`src/rtl/peak_error_pkg.sv`:
```
// Shared types, tdata field map and error saturation for peak_error_axis_tx.
package peak_error_pkg;

    typedef enum logic [1:0] {
        ST_IDLE     = 2'd0,
        ST_ARMED    = 2'd1,
        ST_CAPTURED = 2'd2
    } state_t;

    localparam int CNT_W  = 24;
    localparam int ERR_W  = 16;
    localparam int DIFF_W = CNT_W + 1;
    localparam int IDX_W  = 14;

    localparam int ERR_LSB     = 0;
    localparam int NO_PEAK_BIT = 16;
    localparam int DROP_BIT    = 17;
    localparam int IDX_LSB     = 18;

    localparam logic signed [ERR_W-1:0] ERR_MAX = {1'b0, {(ERR_W-1){1'b1}}};
    localparam logic signed [ERR_W-1:0] ERR_MIN = {1'b1, {(ERR_W-1){1'b0}}};

    localparam logic signed [DIFF_W-1:0] ERR_MAX_X = {{(DIFF_W-ERR_W){1'b0}}, ERR_MAX};
    localparam logic signed [DIFF_W-1:0] ERR_MIN_X = {{(DIFF_W-ERR_W){1'b1}}, ERR_MIN};

    function automatic logic [ERR_W-1:0] saturate(input logic signed [DIFF_W-1:0] v);
        logic [ERR_W-1:0] r;
        if (v > ERR_MAX_X) begin
            r = ERR_MAX;
        end else if (v < ERR_MIN_X) begin
            r = ERR_MIN;
        end else begin
            r = v[ERR_W-1:0];
        end
        return r;
    endfunction

endpackage

```
`src/rtl/peak_edge_qualifier.sv`:
```
// Rising-edge detector on the differentiator state, producing a one-cycle peak pulse.
// Optional two-sample debounce selected by PEAK_ERR_DEBOUNCE_EN.
module peak_edge_qualifier (
    input  logic clk,
    input  logic rst,
    input  logic diff_state_in,
    output logic peak_pulse
);

    logic s1_q, s1_d;

`ifdef PEAK_ERR_DEBOUNCE_EN
    logic s2_q, s2_d;

    // Require two consecutive high samples following a low sample.
    always_comb begin
        s1_d       = diff_state_in;
        s2_d       = s1_q;
        peak_pulse = diff_state_in & s1_q & ~s2_q;
    end

    // Sample history registers.
    always_ff @(posedge clk or negedge rst) begin
        if (!rst) begin
            s1_q <= 1'b0;
            s2_q <= 1'b0;
        end else begin
            s1_q <= s1_d;
            s2_q <= s2_d;
        end
    end
`else
    // Single-sample rising edge.
    always_comb begin
        s1_d       = diff_state_in;
        peak_pulse = diff_state_in & ~s1_q;
    end

    // Previous-sample register.
    always_ff @(posedge clk or negedge rst) begin
        if (!rst) begin
            s1_q <= 1'b0;
        end else begin
            s1_q <= s1_d;
        end
    end
`endif

endmodule

```
`src/rtl/peak_error_axis_tx.sv`:
```
// Timestamps the first peak per scan, subtracts the setpoint and streams the saturated
// error over AXI4-Stream. PEAK_ERR_DEBOUNCE_EN enables the two-sample edge debounce.
module peak_error_axis_tx
    import peak_error_pkg::*;
#(
    parameter int AXIS_TDATA_WIDTH = 32,
    parameter int CNT_WIDTH        = 24,
    parameter int ERR_WIDTH        = 16
) (
    input  logic                        clk,
    input  logic                        rst,
    input  logic                        diff_state_in,
    input  logic                        scan_sync,
    input  logic [CNT_WIDTH-1:0]        setpoint,
    output logic [AXIS_TDATA_WIDTH-1:0] M_AXIS_OUT_tdata,
    output logic                        M_AXIS_OUT_tvalid,
    input  logic                        M_AXIS_OUT_tready,
    output logic                        overflow_out
);

    state_t                 state_q, state_d;
    logic [CNT_WIDTH-1:0]   cnt_q, cnt_d;
    logic [IDX_W-1:0]       idx_q, idx_d;
    logic                   peak_s;

    logic                   cap_valid_q, cap_valid_d;
    logic                   cap_nopeak_q, cap_nopeak_d;
    logic [CNT_WIDTH-1:0]   cap_phase_q, cap_phase_d;
    logic [CNT_WIDTH-1:0]   cap_setpoint_q, cap_setpoint_d;
    logic [IDX_W-1:0]       cap_idx_q, cap_idx_d;

    logic                   res_valid_q, res_valid_d;
    logic                   res_nopeak_q, res_nopeak_d;
    logic [ERR_WIDTH-1:0]   res_err_q, res_err_d;
    logic [IDX_W-1:0]       res_idx_q, res_idx_d;
    logic signed [CNT_WIDTH:0] diff_s;

    logic                        out_valid_q, out_valid_d;
    logic [AXIS_TDATA_WIDTH-1:0] out_data_q, out_data_d;
    logic                        drop_pending_q, drop_pending_d;
    logic                        overflow_q, overflow_d;
    logic                        accept_s;

    peak_edge_qualifier u_edge (
        .clk           (clk),
        .rst           (rst),
        .diff_state_in (diff_state_in),
        .peak_pulse    (peak_s)
    );

    // Scan FSM, phase counter and scan index; scan_sync has priority over a peak.
    always_comb begin
        state_d        = state_q;
        cap_valid_d    = 1'b0;
        cap_nopeak_d   = cap_nopeak_q;
        cap_phase_d    = cap_phase_q;
        cap_setpoint_d = cap_setpoint_q;
        cap_idx_d      = cap_idx_q;
        if (scan_sync) begin
            cnt_d = {CNT_WIDTH{1'b0}};
            idx_d = idx_q + 14'd1;
        end else if (cnt_q != {CNT_WIDTH{1'b1}}) begin
            cnt_d = cnt_q + {{(CNT_WIDTH-1){1'b0}}, 1'b1};
            idx_d = idx_q;
        end else begin
            cnt_d = cnt_q;
            idx_d = idx_q;
        end
        case (state_q)
            ST_IDLE: begin
                if (scan_sync) begin
                    state_d = ST_ARMED;
                end else begin
                    state_d = ST_IDLE;
                end
            end
            ST_ARMED: begin
                if (scan_sync) begin
                    cap_valid_d  = 1'b1;
                    cap_nopeak_d = 1'b1;
                    cap_idx_d    = idx_q;
                end else if (peak_s) begin
                    cap_valid_d    = 1'b1;
                    cap_nopeak_d   = 1'b0;
                    cap_phase_d    = cnt_q;
                    cap_setpoint_d = setpoint;
                    cap_idx_d      = idx_q;
                    state_d        = ST_CAPTURED;
                end else begin
                    state_d = ST_ARMED;
                end
            end
            ST_CAPTURED: begin
                if (scan_sync) begin
                    state_d = ST_ARMED;
                end else begin
                    state_d = ST_CAPTURED;
                end
            end
            default: state_d = ST_IDLE;
        endcase
    end

    // Subtract/saturate stage and single-entry output holding register with drop tracking.
    always_comb begin
        diff_s       = $signed({1'b0, cap_phase_q}) - $signed({1'b0, cap_setpoint_q});
        res_valid_d  = cap_valid_q;
        res_nopeak_d = res_nopeak_q;
        res_err_d    = res_err_q;
        res_idx_d    = res_idx_q;
        if (cap_valid_q) begin
            res_nopeak_d = cap_nopeak_q;
            res_err_d    = cap_nopeak_q ? {ERR_WIDTH{1'b0}} : saturate(diff_s);
            res_idx_d    = cap_idx_q;
        end else begin
            res_nopeak_d = res_nopeak_q;
        end

        accept_s       = out_valid_q & M_AXIS_OUT_tready;
        out_valid_d    = out_valid_q;
        out_data_d     = out_data_q;
        drop_pending_d = drop_pending_q;
        overflow_d     = overflow_q;
        if (res_valid_q) begin
            if (!out_valid_q || accept_s) begin
                out_valid_d                          = 1'b1;
                out_data_d[ERR_LSB +: ERR_WIDTH]     = res_err_q;
                out_data_d[NO_PEAK_BIT]              = res_nopeak_q;
                out_data_d[DROP_BIT]                 = drop_pending_q;
                out_data_d[IDX_LSB +: IDX_W]         = res_idx_q;
                drop_pending_d                       = 1'b0;
            end else begin
                overflow_d     = 1'b1;
                drop_pending_d = 1'b1;
            end
        end else if (accept_s) begin
            out_valid_d = 1'b0;
        end else begin
            out_valid_d = out_valid_q;
        end
    end

    // All state registers; reset returns the block to IDLE and discards any held word.
    always_ff @(posedge clk or negedge rst) begin
        if (!rst) begin
            state_q        <= ST_IDLE;
            cnt_q          <= {CNT_WIDTH{1'b0}};
            idx_q          <= {IDX_W{1'b0}};
            cap_valid_q    <= 1'b0;
            cap_nopeak_q   <= 1'b0;
            cap_phase_q    <= {CNT_WIDTH{1'b0}};
            cap_setpoint_q <= {CNT_WIDTH{1'b0}};
            cap_idx_q      <= {IDX_W{1'b0}};
            res_valid_q    <= 1'b0;
            res_nopeak_q   <= 1'b0;
            res_err_q      <= {ERR_WIDTH{1'b0}};
            res_idx_q      <= {IDX_W{1'b0}};
            out_valid_q    <= 1'b0;
            out_data_q     <= {AXIS_TDATA_WIDTH{1'b0}};
            drop_pending_q <= 1'b0;
            overflow_q     <= 1'b0;
        end else begin
            state_q        <= state_d;
            cnt_q          <= cnt_d;
            idx_q          <= idx_d;
            cap_valid_q    <= cap_valid_d;
            cap_nopeak_q   <= cap_nopeak_d;
            cap_phase_q    <= cap_phase_d;
            cap_setpoint_q <= cap_setpoint_d;
            cap_idx_q      <= cap_idx_d;
            res_valid_q    <= res_valid_d;
            res_nopeak_q   <= res_nopeak_d;
            res_err_q      <= res_err_d;
            res_idx_q      <= res_idx_d;
            out_valid_q    <= out_valid_d;
            out_data_q     <= out_data_d;
            drop_pending_q <= drop_pending_d;
            overflow_q     <= overflow_d;
        end
    end

    assign M_AXIS_OUT_tdata  = out_data_q;
    assign M_AXIS_OUT_tvalid = out_valid_q;
    assign overflow_out      = overflow_q;

endmodule

```
`config.mk`:
```
export PLATFORM = sky130hd
export DESIGN_NAME = peak_error_axis_tx
export DESIGN_NICKNAME = d
export VERILOG_FILES = /design/src/rtl/peak_error_pkg.sv /design/src/rtl/peak_edge_qualifier.sv /design/src/rtl/peak_error_axis_tx.sv
export SDC_FILE = /design/constraint.sdc
export NUM_CORES = 1
export LEC_CHECK = 0
export ABC_CLOCK_PERIOD_IN_PS = 8000
export BUFFER_PORTS_ARGS = -buffer_cell sky130_fd_sc_hd__buf_4
export CORE_UTILIZATION = 65
export CTS_BUF_LIST = sky130_fd_sc_hd__clkbuf_16
export CTS_CLUSTER_DIAMETER = 80
export DETAILED_ROUTE_END_ITERATION = 12
export HOLD_SLACK_MARGIN = 0.1
export PLACE_DENSITY = 0.85
export SLEW_MARGIN = 20
export SYNTH_ARGS = -nofsm -noshare
export SYNTH_HDL_FRONTEND = slang
export SYNTH_HIERARCHICAL = 1
export SYNTH_SLANG_ARGS = --single-unit
```
`constraint.sdc`:
```
create_clock -name clk -period 8 [get_ports clk]
set_input_delay 0 -clock clk [delete_from_list [all_inputs] [get_ports clk]]
set_output_delay 0 -clock clk [all_outputs]
set_load 0.03 [all_outputs]
```
## Word level (Yosys, flattened, before mapping)

Index checks and enable logic that the tools add are counted.

| word-level totals | value |
|---|---|
| bits in registers | 172 |
| word-level logic and storage cells | 64 |

| cells by class | value |
|---|---|
| add/sub/neg operators | 3 |
| order comparisons | 2 |
| equal/unequal tests | 5 |
| mux-type cells | 21 |
| bitwise gates (word level) | 5 |
| reductions and logical operators | 11 |

Operators with widths:

| operator | number |
|---|---|
| 16-bit two-way mux | 3 |
| 24-bit two-way mux | 2 |
| 14-bit two-way mux | 2 |
| 25-bit by 16-bit greater-than comparator with 1-bit output, second input constant | 1 |
| 25-bit by 16-bit less-than comparator with 1-bit output, second input constant | 1 |
| 24-bit by 24-bit subtractor with 25-bit output | 1 |
| 24-bit by 1-bit adder with 24-bit output, second input constant | 1 |
| 24-bit inequality test, second input constant | 1 |
| 14-bit by 1-bit adder with 14-bit output, second input constant | 1 |
| 1-bit two-way mux | 10 |
| 2-bit AND reduction | 4 |
| 2-bit two-way mux | 3 |
| 2-bit case mux with 3 select lines | 1 |
| 2-bit nonzero test | 3 |
| 1-bit NOT | 3 |
| 3-bit AND reduction | 1 |
| 1-bit bitwise AND | 2 |
| 2-bit by 1-bit equality test with 1-bit output, second input constant | 1 |
| 2-bit equality test, second input constant | 1 |
| 2-bit zero test | 1 |
| 2-bit by 1-bit inequality test with 1-bit output, second input constant | 1 |
| 2-bit inequality test, second input constant | 1 |
| 1-bit zero test | 1 |
| 1-bit logical OR | 1 |

## Depth between registers and ports, before layout

| depth | value |
|---|---|
| word-level depth | 5 |
| gate-level depth with buffers | 13 |
| depth with buffers taken out | 12 |

## Modules after synthesis

The synthesis kept the hierarchy.

Modules (own cells, without submodules):

| module | times used | cells each | area an instance (um^2) | sequential area each (um^2) |
|---|---|---|---|---|
| peak_error_axis_tx | 1 | 713 | 8146.6 | 4279.1 |
| peak_edge_qualifier | 1 | 2 | 38.8 | 25.0 |

## Worst setup path before layout

OpenSTA, ideal clock, no wires.

| timing path | value |
|---|---|
| path type | register to register |
| start | register cap_phase_q[13] |
| end | register res_err_q[14] |
| library setup time | 0.067 ns |
| arrival time | 2.977 ns |
| setup slack | 4.956 ns |
| cell stages (with the launch flop) | 12 |
| period minus slack after synthesis | 3.044 ns |
| path through | dfrtp_1 ha_1 clkbuf_1 a21oi_1 o21ai_1 a21o_1 o41a_1 xnor2_1 or4_4 o31ai_4 buf_6 a32o_1 |

| between the ends | value |
|---|---|
| cells in the longest elaborated chain, start to end | 5 |
| elaborated cells between the ends (all ways) | 6 |
| classes of those cells | add/sub: 1; order compare: 2; mux: 3 |

Ends and longest elaborated chain:

| what | line | text |
|---|---|---|
| start: declaration | peak_error_axis_tx.sv:28 | `logic [CNT_WIDTH-1:0] cap_phase_q, cap_phase_d;` |
| start signal: assignment | peak_error_axis_tx.sv:151 | `cap_phase_q <= {CNT_WIDTH{1'b0}};` |
| start signal: assignment | peak_error_axis_tx.sv:168 | `cap_phase_q <= cap_phase_d;` |
| 24-bit by 24-bit subtractor with 25-bit output * | peak_error_axis_tx.sv:106 | `diff_s = $signed({1'b0, cap_phase_q}) - $signed({1'b0, cap_setpoint_q});` |
| 25-bit by 16-bit less-than comparator with 1-bit output | peak_error_pkg.sv:30 | `end else if (v < ERR_MIN_X) begin` |
| 16-bit two-way mux | peak_error_pkg.sv:30 |  |
| 16-bit two-way mux * | peak_error_pkg.sv:28 | `if (v > ERR_MAX_X) begin` |
| 16-bit two-way mux * | peak_error_axis_tx.sv:113 | `res_err_d = cap_nopeak_q ? {ERR_WIDTH{1'b0}} : saturate(diff_s);` |
| end signal: assignment | peak_error_axis_tx.sv:156 | `res_err_q <= {ERR_WIDTH{1'b0}};` |
| end signal: assignment | peak_error_axis_tx.sv:173 | `res_err_q <= res_err_d;` |
| end: declaration | peak_error_axis_tx.sv:34 | `logic [ERR_WIDTH-1:0] res_err_q, res_err_d;` |

Every way passes the cells marked *; elsewhere a longest branch is shown, timed or not.
A chain may end at the register's enable or synchronous reset.

## Worst setup path in the final report

| timing path | value |
|---|---|
| start | register cap_phase_q[16] |
| end | register res_err_q[3] |

Same word-level chain as after synthesis.

==> impl_metrics.json <==
{
  "core_area_um2": 12200,
  "clk_latency_ns": 0.43,
  "setup_viol": 0,
  "worstMarginPinSlew_ns": 1.00,
  "grt_pass1_wl_um": 29300,
  "grt_max_degree": 117,
  "ys_seq_area_frac": 0.526,
  "tritoncts": "built",
  "drive_gt1_frac": 0.250,
  "final_area_um2": 9600,
  "synth_nets": 771,
  "drv_slew": 0,
  "rsz0062_at_grt": "false",
  "async_flop_share": 1.00,
  "crit_fanout": 14,
  "crit_start": "cap_phase_q[16]",
  "power_frac_comb": 0.233,
  "endpoint_kind": "flop",
  "drtIter0Drc": 363,
  "clk_pin_slew_ns": 0.07,
  "root_buffer": "clkbuf_16",
  "max-vdd-ir-drop_v": 0.000221,
  "n_antenna_cell": 0,
  "switchingPower_w": 0.000745,
  "cp.required_ns": 8.31,
  "crit_type": "reg -> reg",
  "power.share.clock": 0.326,
  "area_growth_pct": 17.2,
  "fin_skew_ns": 0.00937,
  "grt_overflow": 0,
  "gp_congestion": 0.912,
  "met3_usage": 0.0482,
  "first_global_vias": 5894,
  "routed_wl_um": 17500,
  "nets": 856,
  "firstDrtPassIters": 6,
  "final_antenna_net_count": 0,
  "status": "completed",
  "finalHoldViolations": 0,
  "cts_htree_levels": 4,
  "p_int_w": 0.00166,
  "seqPwrFrac": 0.441,
  "fp.dieH_um": 114,
  "num-fill-cells": 769,
  "grt.busiest_layer": "met2",
  "synth_edf_count": 0,
  "fin_tns_setup_ns": 0,
  "syn-mean-instance-area_um2": 11.4,
  "die_w_um": 114,
  "cts-resized-gates": 0,
  "start_kind": "flop",
  "hp-class": "in -> reg",
  "dieArea_um2": 13000,
  "via_count": 5764,
  "synth.distinct_cells": 66,
  "fmax_mhz": 280,
  "portBuffers": 62,
  "drcViolationCount": 0,
  "avgRoutedWirePerCell_um": 17.8,
  "swShare": 0.309,
  "period_share": 0.446,
  "powerDensity_nw_per_um2": 251,
  "p_leak_nw": 4.56,
  "cts_buffers": 17,
  "dp_hpwl_um": 11800,
  "synth_seq_cells": 172,
  "cts.path.max_buffers": 2,
  "worstPathArrival_ns": 3.88,
  "grt_util_met1": 0.388,
  "synth_area_um2": 8190,
  "antenna_found_initial": 0,
  "viasPerCell": 5.88,
  "ys_warn_count": 6,
  "netlist_instances": 715,
  "cap_violations": 0,
  "io_pins": 63,
  "track_usage": 0.293,
  "synth_flop_cell": "dfrtp_1",
  "finalCriticalPeriod_ns": 3.57,
  "gr-usage-met2": 0.490,
  "rr_startpoint": "cap_phase_q[16]",
  "cts.sinks": 172,
  "rows": 40,
  "slew_headroom": 0.333,
  "floorplan.initialDensity": 0.673,
  "dpl_cell_area_um2": 8750,
  "worstHoldStart": "diff_state_in"
}
## final timing paths
kind	to	slack, ns	cells past startpoint
worst max register to register	res_err_q[3]	4.43	10
max in group asynchronous	cnt_q[9]	6.45	3
min in group asynchronous	M_AXIS_OUT_tdata[27]	0.28	2
worst max-delay path	res_err_q[3]	4.43	10
worst min-delay path	u_edge/s1_q	0.23	2
worst min register to register	idx_q[13]	0.48	1
## cells in the final DEF, fill, tap and decap left out, types with 5 or more instances in the layout
master / count
a21o_1: 6
o211ai_1: 7
a221o_2: 5
o21ai_0: 39
nor2_1: 40
dfrtp_1: 172
dlygate4sd3_1: 28
nand4_1: 10
and3_1: 5
xor2_1: 22
o21a_1: 10
clkbuf_16: 17
and4_1: 5
a21oi_1: 29
nand2_1: 61
mux2_2: 85
buf_4: 65
nand2b_1: 8
or3_1: 9
ha_1: 26
nor3_1: 8
xnor2_1: 26
nand3_1: 16
a221o_1: 9
inv_1: 31
## state kept, by name, indices dropped and copies added (netlist names), 2 cells and up
signal,cells
M_AXIS_OUT_tdata,32
cap_idx_q,14
cap_phase_q,24
cap_setpoint_q,24
res_idx_q,14
state_q,2
cnt_q,24
idx_q,14
res_err_q,16
## stage by stage
stage                     hold slack (ns)  utilization  setup slack [ns]  instances  power [W]
after floorplan                    -0.296            -              4.96        715    0.00146
after global placement              0.122        0.719              4.61        921    0.00158
after detailed placement            0.123        0.719              4.52        921    0.00161
after CTS                           0.221        0.789              4.48        981    0.00242
after global routing                0.235        0.789              4.12        981    0.00251
final                               0.228        0.789              4.43        981    0.00241
## area by class of cell
type,instances,area [um^2],area share
Inverter,32,120,0.0125
Tap cell,168,210,0.0219
Clock inverter,15,139,0.0145
Clock buffer,17,425,0.0443
Multi-Input combinational cell,483,3610,0.377
Timing Repair Buffer,94,782,0.0815
Sequential cell,172,4300,0.449
## what timing repair did
action | 4_1_cts | 5_1_grt
hold buffers | 28 | 0
buffers inserted | 0 | 0
hold endpoints to repair | 171 | 0
## Yosys cell counts, drive strengths merged (2+ instances only)
library cell / n / area share
nor3: 8 / 0.0049
nand4: 10 / 0.0076
nor2: 40 / 0.018
or4: 2 / 0.0028
nor4: 2 / 0.0023
inv: 31 / 0.014
a21oi: 31 / 0.021
a2111oi: 2 / 0.0021
a21o: 8 / 0.0076
o21bai: 2 / 0.0018
xnor2: 27 / 0.030
a221o: 14 / 0.018
and4: 5 / 0.0053
clkbuf: 15 / 0.0069
nor2b: 4 / 0.0040
nand3: 16 / 0.0098
o21ai: 41 / 0.025
dfrtp: 172 / 0.53
o21a: 10 / 0.0092
xor2: 22 / 0.024
a31oi: 3 / 0.0023
and2: 3 / 0.0023
and3: 7 / 0.0057
nand2: 62 / 0.029
ha: 26 / 0.040
o2111ai: 2 / 0.0021
o31ai: 2 / 0.0035
a211oi: 4 / 0.0037
nor3b: 2 / 0.0018
nand2b: 8 / 0.0061
buf: 12 / 0.011
o211ai: 7 / 0.0064
mux2: 85 / 0.12
nor4b: 2 / 0.0021
or3: 10 / 0.0078
a22o: 2 / 0.0021
## metal layers
layer  wire length [um]  up-vias
li1                   -     2713
met3                678       33
met2               8790      147
met4                288        0
met5                  0        -
met1               7710     2871
## critical path, cell delays in order (launching register included)
cell and delay, ns:
dfrtp_1 0.42, ha_1 0.41, a21oi_1 0.21, o21ai_0 0.24, or3_1 0.40, or3_2 0.44
a41oi_1 0.23, o2111ai_1 0.15, nor4_2 0.22, a21oi_1 0.34, a221o_2 0.39
## power groups by stage
stage / combinational (W) / sequential, W / clock, W
6_report: 0.000561 / 0.00106 / 0.000785
4_1_cts: 0.000559 / 0.00106 / 0.000796
5_1_grt: 0.000607 / 0.00108 / 0.000827
3_3_place_gp: 0.000516 / 0.00107 / 0
3_5_place_dp: 0.000537 / 0.00108 / 0
2_1_floorplan: 0.000354 / 0.00110 / 0
## logic make-up after synthesis
group                    share of synthesized area
AND/OR/NAND/NOR                              0.113
AO/OA/AOI/OAI                                0.115
adder cells (fa/ha/maj)                     0.0422
buffers and inverters                       0.0332
flip-flops                                   0.526
XOR/XNOR                                    0.0533
multiplexers                                 0.118
Power figures use the tool's default switching activity.
